**src/rtl/mem_access_unit_if.sv**
```systemverilog
// Request/response and memory-bus signals of the load/store front-end.
// slave: the access unit itself; master: controller plus memory side.
interface mem_access_unit_if #(parameter int ADDR_W = 32);
    logic              req;
    logic              req_we;
    logic [1:0]        req_size;
    logic              req_sext;
    logic [ADDR_W-1:0] req_addr;
    logic [31:0]       req_wdata;
    logic              busy;
    logic              done;
    logic              err;
    logic [31:0]       rdata;
    logic              mem_we;
    logic [ADDR_W-1:0] mem_a;
    logic [31:0]       mem_wd;
    logic [31:0]       mem_rd;

    modport slave (
        input  req, req_we, req_size, req_sext, req_addr, req_wdata, mem_rd,
        output busy, done, err, rdata, mem_we, mem_a, mem_wd
    );

    modport master (
        output req, req_we, req_size, req_sext, req_addr, req_wdata, mem_rd,
        input  busy, done, err, rdata, mem_we, mem_a, mem_wd
    );
endinterface

```
**src/rtl/mem_access_unit.sv**
```systemverilog
// Byte/half/word load-store front-end for a word-only memory; sub-word stores use read-modify-write.
// Define MEM_MISALIGN_TRAP_EN to trap misaligned half/word requests with err instead of ignoring low address bits.
module mem_access_unit #(
    parameter int ADDR_W = 32
) (
    input logic              clk,
    input logic              reset,
    mem_access_unit_if.slave bus
);

    typedef enum logic [1:0] {IDLE, RD, WR, RESP} state_t;

    state_t            state;
    state_t            state_next;
    logic [ADDR_W-1:0] addr_q;
    logic [31:0]       wdata_q;
    logic [1:0]        size_q;
    logic              we_q;
    logic              sext_q;
    logic [31:0]       merged_q;
    logic [31:0]       rdata_q;
    logic              accept;
    logic              trap;
    logic [7:0]        lane_byte;
    logic [15:0]       lane_half;
    logic [31:0]       load_val;
    logic [31:0]       merge_val;

    assign accept = (state == IDLE) && bus.req;

`ifdef MEM_MISALIGN_TRAP_EN
    logic err_q;

    assign trap = ((bus.req_size == 2'b01) && bus.req_addr[0]) ||
                  (bus.req_size[1] && (bus.req_addr[1:0] != 2'b00));

    always_ff @(posedge clk or posedge reset) begin
        if (reset)
            err_q <= 1'b0;
        else if (accept)
            err_q <= trap;
    end

    assign bus.err = (state == RESP) && err_q;
`else
    assign trap    = 1'b0;
    assign bus.err = 1'b0;
`endif

    always_ff @(posedge clk or posedge reset) begin
        if (reset)
            state <= IDLE;
        else
            state <= state_next;
    end

    always_comb begin
        state_next = state;
        case (state)
            IDLE: begin
                if (bus.req) begin
                    if (trap)
                        state_next = RESP;
                    else if (bus.req_we && bus.req_size[1])
                        state_next = WR;
                    else
                        state_next = RD;
                end
            end
            RD:      state_next = we_q ? WR : RESP;
            WR:      state_next = RESP;
            RESP:    state_next = IDLE;
            default: state_next = IDLE;
        endcase
    end

    // Lane selection and extension for loads, lane replacement for sub-word stores.
    always_comb begin
        lane_byte = bus.mem_rd[{addr_q[1:0], 3'b000} +: 8];
        lane_half = addr_q[1] ? bus.mem_rd[31:16] : bus.mem_rd[15:0];
        case (size_q)
            2'b00:   load_val = {{24{sext_q & lane_byte[7]}}, lane_byte};
            2'b01:   load_val = {{16{sext_q & lane_half[15]}}, lane_half};
            default: load_val = bus.mem_rd;
        endcase
        merge_val = bus.mem_rd;
        if (size_q == 2'b00)
            merge_val[{addr_q[1:0], 3'b000} +: 8] = wdata_q[7:0];
        else
            merge_val[{addr_q[1], 4'b0000} +: 16] = wdata_q[15:0];
    end

    always_ff @(posedge clk or posedge reset) begin
        if (reset) begin
            addr_q   <= '0;
            wdata_q  <= '0;
            size_q   <= '0;
            we_q     <= 1'b0;
            sext_q   <= 1'b0;
            merged_q <= '0;
            rdata_q  <= '0;
        end else begin
            if (accept) begin
                addr_q  <= bus.req_addr;
                wdata_q <= bus.req_wdata;
                size_q  <= bus.req_size;
                we_q    <= bus.req_we;
                sext_q  <= bus.req_sext;
            end
            if (state == RD) begin
                if (we_q)
                    merged_q <= merge_val;
                else
                    rdata_q <= load_val;
            end
        end
    end

    assign bus.busy   = (state != IDLE);
    assign bus.done   = (state == RESP);
    assign bus.mem_we = (state == WR);
    assign bus.mem_a  = {addr_q[ADDR_W-1:2], 2'b00};
    assign bus.mem_wd = size_q[1] ? wdata_q : merged_q;
    assign bus.rdata  = rdata_q;

endmodule

```
**src/flat_wrapper.sv**
```systemverilog
// flat-port wrapper written by rule: the top's interface ports become plain ports
module mem_access_unit_flat 
#(
    parameter int ADDR_W = 32
)
  (clk, reset, bus_req, bus_req_we, bus_req_size, bus_req_sext, bus_req_addr, bus_req_wdata, bus_mem_rd, bus_busy, bus_done, bus_err, bus_rdata, bus_mem_we, bus_mem_a, bus_mem_wd);
  mem_access_unit_if #(.ADDR_W(ADDR_W)) bus_i ();
  input logic clk;
  input logic reset;
  input wire logic [$bits(bus_i.req)-1:0] bus_req;
  input wire logic [$bits(bus_i.req_we)-1:0] bus_req_we;
  input wire logic [$bits(bus_i.req_size)-1:0] bus_req_size;
  input wire logic [$bits(bus_i.req_sext)-1:0] bus_req_sext;
  input wire logic [$bits(bus_i.req_addr)-1:0] bus_req_addr;
  input wire logic [$bits(bus_i.req_wdata)-1:0] bus_req_wdata;
  input wire logic [$bits(bus_i.mem_rd)-1:0] bus_mem_rd;
  output wire logic [$bits(bus_i.busy)-1:0] bus_busy;
  output wire logic [$bits(bus_i.done)-1:0] bus_done;
  output wire logic [$bits(bus_i.err)-1:0] bus_err;
  output wire logic [$bits(bus_i.rdata)-1:0] bus_rdata;
  output wire logic [$bits(bus_i.mem_we)-1:0] bus_mem_we;
  output wire logic [$bits(bus_i.mem_a)-1:0] bus_mem_a;
  output wire logic [$bits(bus_i.mem_wd)-1:0] bus_mem_wd;
  assign bus_i.req = bus_req;
  assign bus_i.req_we = bus_req_we;
  assign bus_i.req_size = bus_req_size;
  assign bus_i.req_sext = bus_req_sext;
  assign bus_i.req_addr = bus_req_addr;
  assign bus_i.req_wdata = bus_req_wdata;
  assign bus_i.mem_rd = bus_mem_rd;
  assign bus_busy = bus_i.busy;
  assign bus_done = bus_i.done;
  assign bus_err = bus_i.err;
  assign bus_rdata = bus_i.rdata;
  assign bus_mem_we = bus_i.mem_we;
  assign bus_mem_a = bus_i.mem_a;
  assign bus_mem_wd = bus_i.mem_wd;
  mem_access_unit #(.ADDR_W(ADDR_W)) u_core (.clk(clk), .reset(reset), .bus(bus_i));
endmodule
```
**config.mk**
```make
export PLATFORM = sky130hd
export DESIGN_NAME = mem_access_unit_flat
export DESIGN_NICKNAME = d
export VERILOG_FILES = /design/src/rtl/mem_access_unit_if.sv /design/src/rtl/mem_access_unit.sv /design/src/flat_wrapper.sv
export SDC_FILE = /design/constraint.sdc
export NUM_CORES = 1
export LEC_CHECK = 0
export ABC_AREA = 1
export CORE_MARGIN = 1
export CORE_UTILIZATION = 49
export CTS_CLUSTER_SIZE = 14
export DETAILED_ROUTE_END_ITERATION = 8
export MAX_ROUTING_LAYER = met4
export PLACE_DENSITY = 0.85
export SLEW_MARGIN = 20
export SYNTH_ARGS = -nofsm -noshare
export SYNTH_HDL_FRONTEND = slang
export SYNTH_SLANG_ARGS = --single-unit
```
**constraint.sdc**
```tcl
create_clock -name clk -period 6.08 [get_ports clk]
set_input_delay 1.216 -clock clk [delete_from_list [all_inputs] [get_ports clk]]
set_output_delay 1.216 -clock clk [all_outputs]
set_load 0.005 [all_outputs]
```
# Word-level counts from Yosys, hierarchy flattened
# Index checks and enable logic that the tools add are counted.
[classes] shifts=5 n_bitwise=3 n_reduce_logical=7 n_addsub=2 multipliers=0 n_eq_ne=5 muxes=10 div_mod_pow=0 order_cmp=0
[op_table] operator="bitwise mux 32 bit" n=2
[op_table] operator="two-way mux 32 bit" n=2
[op_table] operator="case mux 32 bit (2 select lines)" n=1
[op_table] operator="variable shift 16 x 7 -> 32 bit, first input constant" n=1
[op_table] operator="variable shift 8 x 7 -> 32 bit, first input constant" n=1
[op_table] operator="variable part select 16 x 7 -> 32 bit" n=1
[op_table] operator="variable part select 32 x 6 -> 8 bit" n=1
[op_table] operator="variable part select 8 x 7 -> 32 bit" n=1
[op_table] operator="two-way mux 16 bit" n=1
[op_table] operator="negator 5 -> 7 bit" n=2
[op_table] operator="case mux 2 bit (4 select lines)" n=1
[op_table] operator="equality test 2 x 1 -> 1 bit, second input constant" n=2
[op_table] operator="equality test 2 bit, second input constant" n=2
[op_table] operator="logical NOT 2 bit" n=2
[op_table] operator="two-way mux 2 bit" n=2
[op_table] operator="AND reduction 2 bit" n=2
[op_table] operator="bitwise AND 1 bit" n=2
[op_table] operator="logical AND 1 bit" n=2
[op_table] operator="!= test 2 bit, second input constant" n=1
[op_table] operator="nonzero test 2 bit" n=1
[op_table] operator="two-way mux 1 bit" n=1
[op_table] operator="NOT 1 bit" n=1
[totals] reg_bits=134 latchBits=0 mem_bits_ro=0 ramBits=0 memories=0 out_inout_bits=100

# Depth between registers and ports, before layout
# Gate-level depths: netlist (run 1).
[logic_depth] depth_word=4 ltp_mapped=10 ltp_nobuf=9

# Worst setup path before layout (run 1)
# No wires, ideal clock.
[synth_path] kind="flip-flop to output port" from="register u_core.size_q[1]" to="output port bus_mem_wd[2]" path_buffers=3 stages_incl_launch_ff=6 arrival_time_ps=1040 setup_slack_ps=3824 t_required_ps=4864 cell_sequence="dfrtp_1 -> buf_2 -> buf_2 -> buf_2 -> nand2_1 -> nand2_1"
[synth_between] elab_chain_len=1
[synth_rtl] element="from (decl)" line="mem_access_unit.sv:17" source="logic [1:0] size_q;"
[synth_rtl] element="from (signal assigned)" line="mem_access_unit.sv:106" source="size_q <= bus.req_size;"
[synth_rtl] element="two-way mux 32 bit" line="mem_access_unit.sv:123" source="assign bus.mem_wd = size_q[1] ? wdata_q : merged_q;"
[synth_rtl] element="to (decl)" line="flat_wrapper.sv:23" source="output wire logic [$bits(bus_i.mem_wd)-1:0] bus_mem_wd;"
# No other way between the ends.

# Worst setup path after layout (run 1)
[layout_path] from="register u_core.size_q[1]" to="output port bus_mem_wd[26]"
# The elaborated chain is that of the path after synthesis.

==> results_dict.tcl, run 1 <==
set metrics [dict create \
    power_density_nw_per_um2 570 \
    cts_buffers 17 \
    synth.distinct_cells 29 \
    rows 44 \
    cts-resized-gates 0 \
    synth_ff_type "dfrtp_1" \
    r2r_cells 7 \
    min_path_type "flop to flop" \
    ys_ff_latch 134 \
    ys_warn_count 0 \
    cts_tree "yes" \
    end_kind "output port" \
    grtUsageTotal_pct 30.3 \
    nFillCells 1221 \
    route.detailed.drc 10 \
    critPathMaxFanout 75 \
    core_um2 14700 \
    power_switching_uw 2210 \
    avgSynthCellArea_um2 8.13 \
    clk_pin_slew_ps 60 \
    die_height_um 125 \
    ctsHoldBuffers 0 \
    drv_cap 0 \
    pwr-share-comb_pct 50.1 \
    grt_pass1_wl_um 35700 \
    final_layout_size_suffix_gt1_share_pct 11.6 \
    rsz0062_at_grt "false" \
    status "finished with violations" \
    area_growth_pct 32.0 \
    drv_slew 0 \
    post-route-period-util_pct 55.7 \
    critical_path.slowest_cell "buf_4" \
    finalNetCount 1166 \
    clk_latency_ps 430 \
    hpwlAfterDp_um 15000 \
    synth.largest_area_cell "dfrtp_1" \
    whs_ps 480 \
    p_seq_share_pct 30.7 \
    p_total_uw 5610 \
    worst_slack_ps 2690 \
    die_w_um 125 \
    synthCells 916 \
    grt_pass1_vias 6928 \
    ios 203 \
    vias_per_cell 5.53 \
    ir_drop_v 0.000381 \
    crit_arrival_ps 2170 \
    clkSinkCount 134 \
    clock_skew_ps 7.03 \
    cp_top_family "buffers and inverters" \
    async_reset_ff_share_pct 100 \
    p_leak_uw 0.00447 \
    floorplan.initialDensity_pct 50.7 \
    r2r_end "u_core.merged_q[11]$_DFFE_PP0P_" \
    antenna_found_initial 1 \
    fp.dieArea_um2 15700 \
    ys_seq_area_share_pct 45.0 \
    setup_tns_ps 0 \
    path_class "flop to output port" \
    synth_top_cell_area_share_pct 45.0 \
    netlist_area_um2 7450 \
    critPathMaxStageDelay_ps 620 \
    vias 6917 \
    grt.overflow.total 0 \
    p_clk_share_pct 19.3 \
    internal_power_uw 3390 \
    hold_end "u_core.bus.rdata[14]$_DFFE_PP0P_" \
    grt_max_degree 76 \
    crit_top_cell "nand2_1" \
    critPathLaunchType "flop" \
    reg2reg_from "u_core.addr_q[0]$_DFFE_PP0P_" \
    ant_nets 0 \
    failed_checks "DRC" \
    hold_viol 0 \
    min_from "u_core.bus.rdata[14]$_DFFE_PP0P_" \
    synthTopCellsByArea "dfrtp_1, nand2_1, mux2_2, a21oi_1, o21ai_0" \
    drt_iter0_drc 583 \
    rrSetupSlack_ps 3380 \
    layout_min_cycle_time_ps 3390 \
    worstMarginPinSlew_ps 977 \
    min_path_cells 2 \
    synth-edff-count 0 \
    wl_per_cell_um 17.7 \
    dp_slack_ps 3090 \
    cts_setup_buffers 0 \
    clock_path_buffers 2 \
    setup_viol 0 \
    port-buffer-count 199 \
    timing.critical_path.buf_inv 2 \
    switching_share_pct 39.5 \
    max_freq_mhz 295 \
    globalplace.congestion 0.924 \
    first_pass_iters 8 \
    worstPathCellList "buf_4 -> nand2_1 -> nand2_1 -> clkdlybuf4s50_1" \
    htreeDepth 4 \
    relSlewSlack_pct 34.8 \
    required_ps 4860 \
    cts_root_buffer "clkbuf_16" \
    routed_wl_um 22100 \
]
power groups by stage:
| stage | registers, µW | logic (µW) | clock network [µW] |
|---|---|---|---|
| after floorplan | 1600 | 1790 | 0 |
| after global placement | 1700 | 2710 | 0 |
| after detailed placement | 1720 | 2770 | 0 |
| after CTS | 1710 | 2810 | 1090 |
| after global routing | 1770 | 3100 | 1140 |
| final | 1720 | 2810 | 1080 |
worst max path at each step:
stage                                      to  slack, ps  cells after the start                         start
2_1_floorplan    u_core.addr_q[0]$_DFFE_PP0P_       1280                      1                         reset
3_3_place_gp    u_core.wdata_q[6]$_DFFE_PP0P_       3150                      3                       bus_req
3_5_place_dp   u_core.wdata_q[13]$_DFFE_PP0P_       3090                      3                       bus_req
4_1_cts                        bus_mem_wd[25]       2680                      4  u_core.size_q[1]$_DFFE_PP0P_
5_1_grt                        bus_mem_wd[25]       2540                      4  u_core.size_q[1]$_DFFE_PP0P_
6_report                       bus_mem_wd[26]       2690                      4  u_core.size_q[1]$_DFFE_PP0P_
per-stage QoR:
| stage | area [µm²] | utilization, % | std cells |
|---|---|---|---|
| after floorplan | 7460 | - | 918 |
| after global placement | 9210 | 62.7 | 1218 |
| after detailed placement | 9210 | 62.7 | 1218 |
| after CTS | 9830 | 66.9 | 1250 |
| after global routing | 9830 | 66.9 | 1251 |
| final | 9830 | 66.9 | 1251 |
layer usage:
| metal | wire [µm] | global-route usage [%] |
|---|---|---|
| met1 | 9080 | 37.9 |
| met2 | 10200 | 46.3 |
| met3 | 1950 | 7.96 |
| met4 | 833 | 13.3 |
| met5 | 0 | - |
area by class of cell:
cell class | instances | area, µm² | area share [%]
flip-flops and latches | 134 | 3350 | 34.1
clock inverters | 13 | 171 | 1.74
repair buffers | 204 | 2030 | 20.6
inverters | 51 | 194 | 1.97
multi-input cells | 645 | 3410 | 34.7
clock buffers | 19 | 443 | 4.50
diodes | 1 | 2.50 | 0.0255
well taps | 184 | 230 | 2.34
logic make-up after synthesis:
group                      Yosys count  share of synthesized area [%]
other                                1                         0.0503
DFF                                134                           45.0
adders and majority gates           10                           1.68
and+or+nand+nor                    368                           19.8
AOI/OAI and AO/OA                  202                           14.6
muxes                               62                           9.37
buffers and inverters              139                           9.49
Yosys cell counts, types with 2 or more instances:
cell      instances
a21oi_1         107
a21oi_2          10
buf_1             2
buf_2            31
buf_4            35
buf_6             2
clkbuf_1         18
dfrtp_1         134
ha_1             10
inv_1            48
inv_2             2
mux2_2           62
nand2_1         275
nand2_2           2
nand2_4           2
nand3_1          16
nand4_1           8
nor2_1           60
nor2_2            2
o21ai_0          58
o22ai_1          24
sequential cells by signal (all words and copies together), names as in the netlist:
register	flops
u_core.merged_q	32
u_core.we_q	1
u_core.bus.rdata	32
u_core.size_q	2
u_core.state	2
u_core.sext_q	1
u_core.wdata_q	32
u_core.addr_q	32
worst reg2reg max path, stage by stage (launching register included):
cell and delay, ps:
dfrtp_1 620, inv_1 400, ha_1 490, nor2_2 380, nand2_1 290, o22ai_1 200
nand2_1 80, a21oi_1 160
cells in the final DEF (no fill, tap or decap), drive strengths merged, types with 3 or more instances in the layout:
cell type      count
nor2              64
a21oi            117
clkinv             3
clkbuf            19
nand4              8
inv               54
nand3             17
clkinvlp           4
nand2            279
mux2              62
o22ai             24
buf                5
conb               3
bufinv             3
o21ai             58
clkdlybuf4s50    199
ha                10
dfrtp            134
No activity file was read; power rests on OpenSTA's default activity.
==> run 2: changes to the inputs <==
--- a/config.mk
+++ b/config.mk
@@ -7,11 +7,11 @@
 export LEC_CHECK = 0
 export ABC_AREA = 1
 export CORE_MARGIN = 1
-export CORE_UTILIZATION = 49
+export CORE_UTILIZATION = 44
 export CTS_CLUSTER_SIZE = 14
 export DETAILED_ROUTE_END_ITERATION = 8
 export MAX_ROUTING_LAYER = met4
-export PLACE_DENSITY = 0.85
+export PLACE_DENSITY = 0.81
 export SLEW_MARGIN = 20
 export SYNTH_ARGS = -nofsm -noshare
 export SYNTH_HDL_FRONTEND = slang
==> constraint.sdc (replaced) <==
create_clock -name clk -period 3.05 [get_ports clk]
set_input_delay 0.61 -clock clk [delete_from_list [all_inputs] [get_ports clk]]
set_output_delay 0.61 -clock clk [all_outputs]
set_load 0.005 [all_outputs]
==> run 2 against run 1 <==
  * The run now ends clean
  * Non-clock buffer count is 8 higher
  * Via count down 1.5%
  * Critical path depth unchanged
  * Register-to-register slack got worse by 2600 ps
  * Hold slack improved by 15 ps
  * Combinational power increased by 98%
  * Global-route usage fell by 4.2 points
==> results_dict.tcl, run 2 (same netlist as run 1, synthesis figures left out) <==
set metrics [dict create \
    status "completed" \
    final_core_util_pct 60.4 \
    cts_buffers 17 \
    worstMarginPinSlew_ps 698 \
    critPathMaxStageDelay_ps 540 \
    dp_slack_ps 775 \
    reg2reg_from "u_core.addr_q[1]$_DFFE_PP0P_" \
    required_ps 2440 \
    area_growth_pct 34.5 \
    path_class "flop to output port" \
    dpl-instance-area_um2 9360 \
    antenna_found_initial 0 \
    final_cell_mix "nand2_1, clkdlybuf4s50_1, dfrtp_1" \
    core_um2 16600 \
    grt_max_degree 135 \
    worstPathCellList "inv_2 -> nand2_1 -> nand2_1 -> clkdlybuf4s50_1" \
    rsz0062_at_grt "false" \
    die_height_um 132 \
    post-route-period-util_pct 88.6 \
    stdcell_area_um2 10000 \
    timing.critical_path.buf_inv 2 \
    final_common_cell "nand2_1" \
    vias 6810 \
    setup_tns_ps 0 \
    cts_root_buffer "clkbuf_16" \
    clk_pin_slew_ps 60 \
    grtUsageTotal_pct 26.1 \
    clk_latency_ps 410 \
    htreeDepth 4 \
    ant_nets 0 \
    clock_skew_ps 7.75 \
    layout_min_cycle_time_ps 2700 \
    drt_iter0_drc 690 \
    cts_setup_buffers 0 \
    grt_pass1_vias 6558 \
    floorplan.initialDensity_pct 44.9 \
    drv_cap 0 \
    setup_viol 0 \
    r2r_end "u_core.merged_q[9]$_DFFE_PP0P_" \
    port-buffer-count 199 \
    die_w_um 132 \
    clock_path_buffers 2 \
    first_pass_iters 5 \
    critPathMaxFanout 34 \
    crit_top_cell "nand2_1" \
    routed_wl_um 21200 \
    critPathLaunchType "flop" \
    fp.dieArea_um2 17500 \
    globalplace.congestion 0.916 \
    finalNetCount 1174 \
    cp_top_family "buffers and inverters" \
    power_density_nw_per_um2 1120 \
    ctsHoldBuffers 0 \
    grt_pass1_wl_um 34600 \
    drv_slew 0 \
    hpwlAfterDp_um 14800 \
    rows 47 \
    grt.overflow.total 0 \
    route.detailed.drc 0 \
    hold_viol 0 \
    hold_end "u_core.bus.rdata[15]$_DFFE_PP0P_" \
    cts-resized-gates 0 \
    p_total_uw 11300 \
    relSlewSlack_pct 53.5 \
    clkSinkCount 134 \
    vias_per_cell 5.26 \
    max_freq_mhz 370 \
    min_path_type "flop to flop" \
    cts_tree "yes" \
    final_layout_size_suffix_gt1_share_pct 12.2 \
    ios 203 \
    rrSetupSlack_ps 800 \
    min_from "u_core.bus.rdata[15]$_DFFE_PP0P_" \
    end_kind "output port" \
    r2r_cells 8 \
    critical_path.slowest_cell "clkdlybuf4s50_1" \
    min_path_cells 2 \
    wl_per_cell_um 16.4 \
    antennaDiodeCount 0 \
    ir_drop_v 0.000685 \
    crit_arrival_ps 2090 \
    p_leak_uw 0.00455 \
    worst_slack_ps 347 \
]
[run 2: cell types whose count changed in the layout (fill, tap and decap cells not counted), sizes merged]
cell | previous run | this run
buf | 5 | 13
inv | 54 | 50
bufinv | 3 | 5
clkinv | 3 | 5
clkbuf | 19 | 20
clkinvlp | 4 | 3
diode | 1 | 0
[run 2: worst max path at each step]
| stage | from | to | cells after the start |
|---|---|---|---|
| final | u_core.size_q[1]$_DFFE_PP0P_ | bus_mem_wd[0] | 4 |
| after global routing | u_core.size_q[1]$_DFFE_PP0P_ | bus_mem_wd[22] | 4 |
| after CTS | u_core.size_q[1]$_DFFE_PP0P_ | bus_mem_wd[8] | 4 |
| after detailed placement | u_core.size_q[1]$_DFFE_PP0P_ | bus_mem_wd[0] | 4 |
| after global placement | u_core.size_q[1]$_DFFE_PP0P_ | bus_mem_wd[0] | 4 |
| after floorplan | reset | u_core.addr_q[0]$_DFFE_PP0P_ | 1 |
[run 2: metal layers]
metal	part of all wire [%]	wire (µm)	GRT usage (%)	vias up
met5	0	0	-	-
met4	2.3	481	9.43	0
met3	8.1	1730	5.96	35
met2	46	9740	39.1	322
met1	44	9270	34.6	3187
li1	-	-	-	3266
[run 2: area by class of cell]
type | count | area, µm²
Clock inverter | 12 | 198
Tap cell | 220 | 275
Inverter | 51 | 195
Fill cell | 1430 | 6560
Multi-Input combinational cell | 645 | 3400
Clock buffer | 20 | 467
Sequential cell | 134 | 3350
Timing Repair Buffer | 212 | 2130
[run 2: worst register-to-register path: stages (launching register included)]
cell and delay [ps]:
dfrtp_1 370, inv_1 500, ha_1 240, inv_1 60, nor2_2 290, nand2_1 290, o22ai_1 210, nand2_1 80
a21oi_1 140
[run 2: metrics by stage]
step,instances,hold WS [ps]
after CTS,1294,497
after global placement,1262,476
after global routing,1294,509
after floorplan,918,472
after detailed placement,1262,481
final,1294,495
[run 2: report_power, final]
| part | switching, µW | internal (µW) | leakage, µW | total (µW) |
|---|---|---|---|---|
| Clock | 778 | 1520 | 0.000322 | 2290 |
| Combinational | 2760 | 2800 | 0.00267 | 5570 |
| Sequential | 698 | 2710 | 0.00156 | 3400 |
==> run 3: changes to the inputs <==
--- a/config.mk
+++ b/config.mk
@@ -12,6 +12,7 @@
 export DETAILED_ROUTE_END_ITERATION = 8
 export MAX_ROUTING_LAYER = met4
 export PLACE_DENSITY = 0.81
+export SKIP_LAST_GASP = 1
 export SLEW_MARGIN = 20
 export SYNTH_ARGS = -nofsm -noshare
 export SYNTH_HDL_FRONTEND = slang
==> results of run 3 <==
The final DEF is identical to that of run 2; final timing and power are the same.
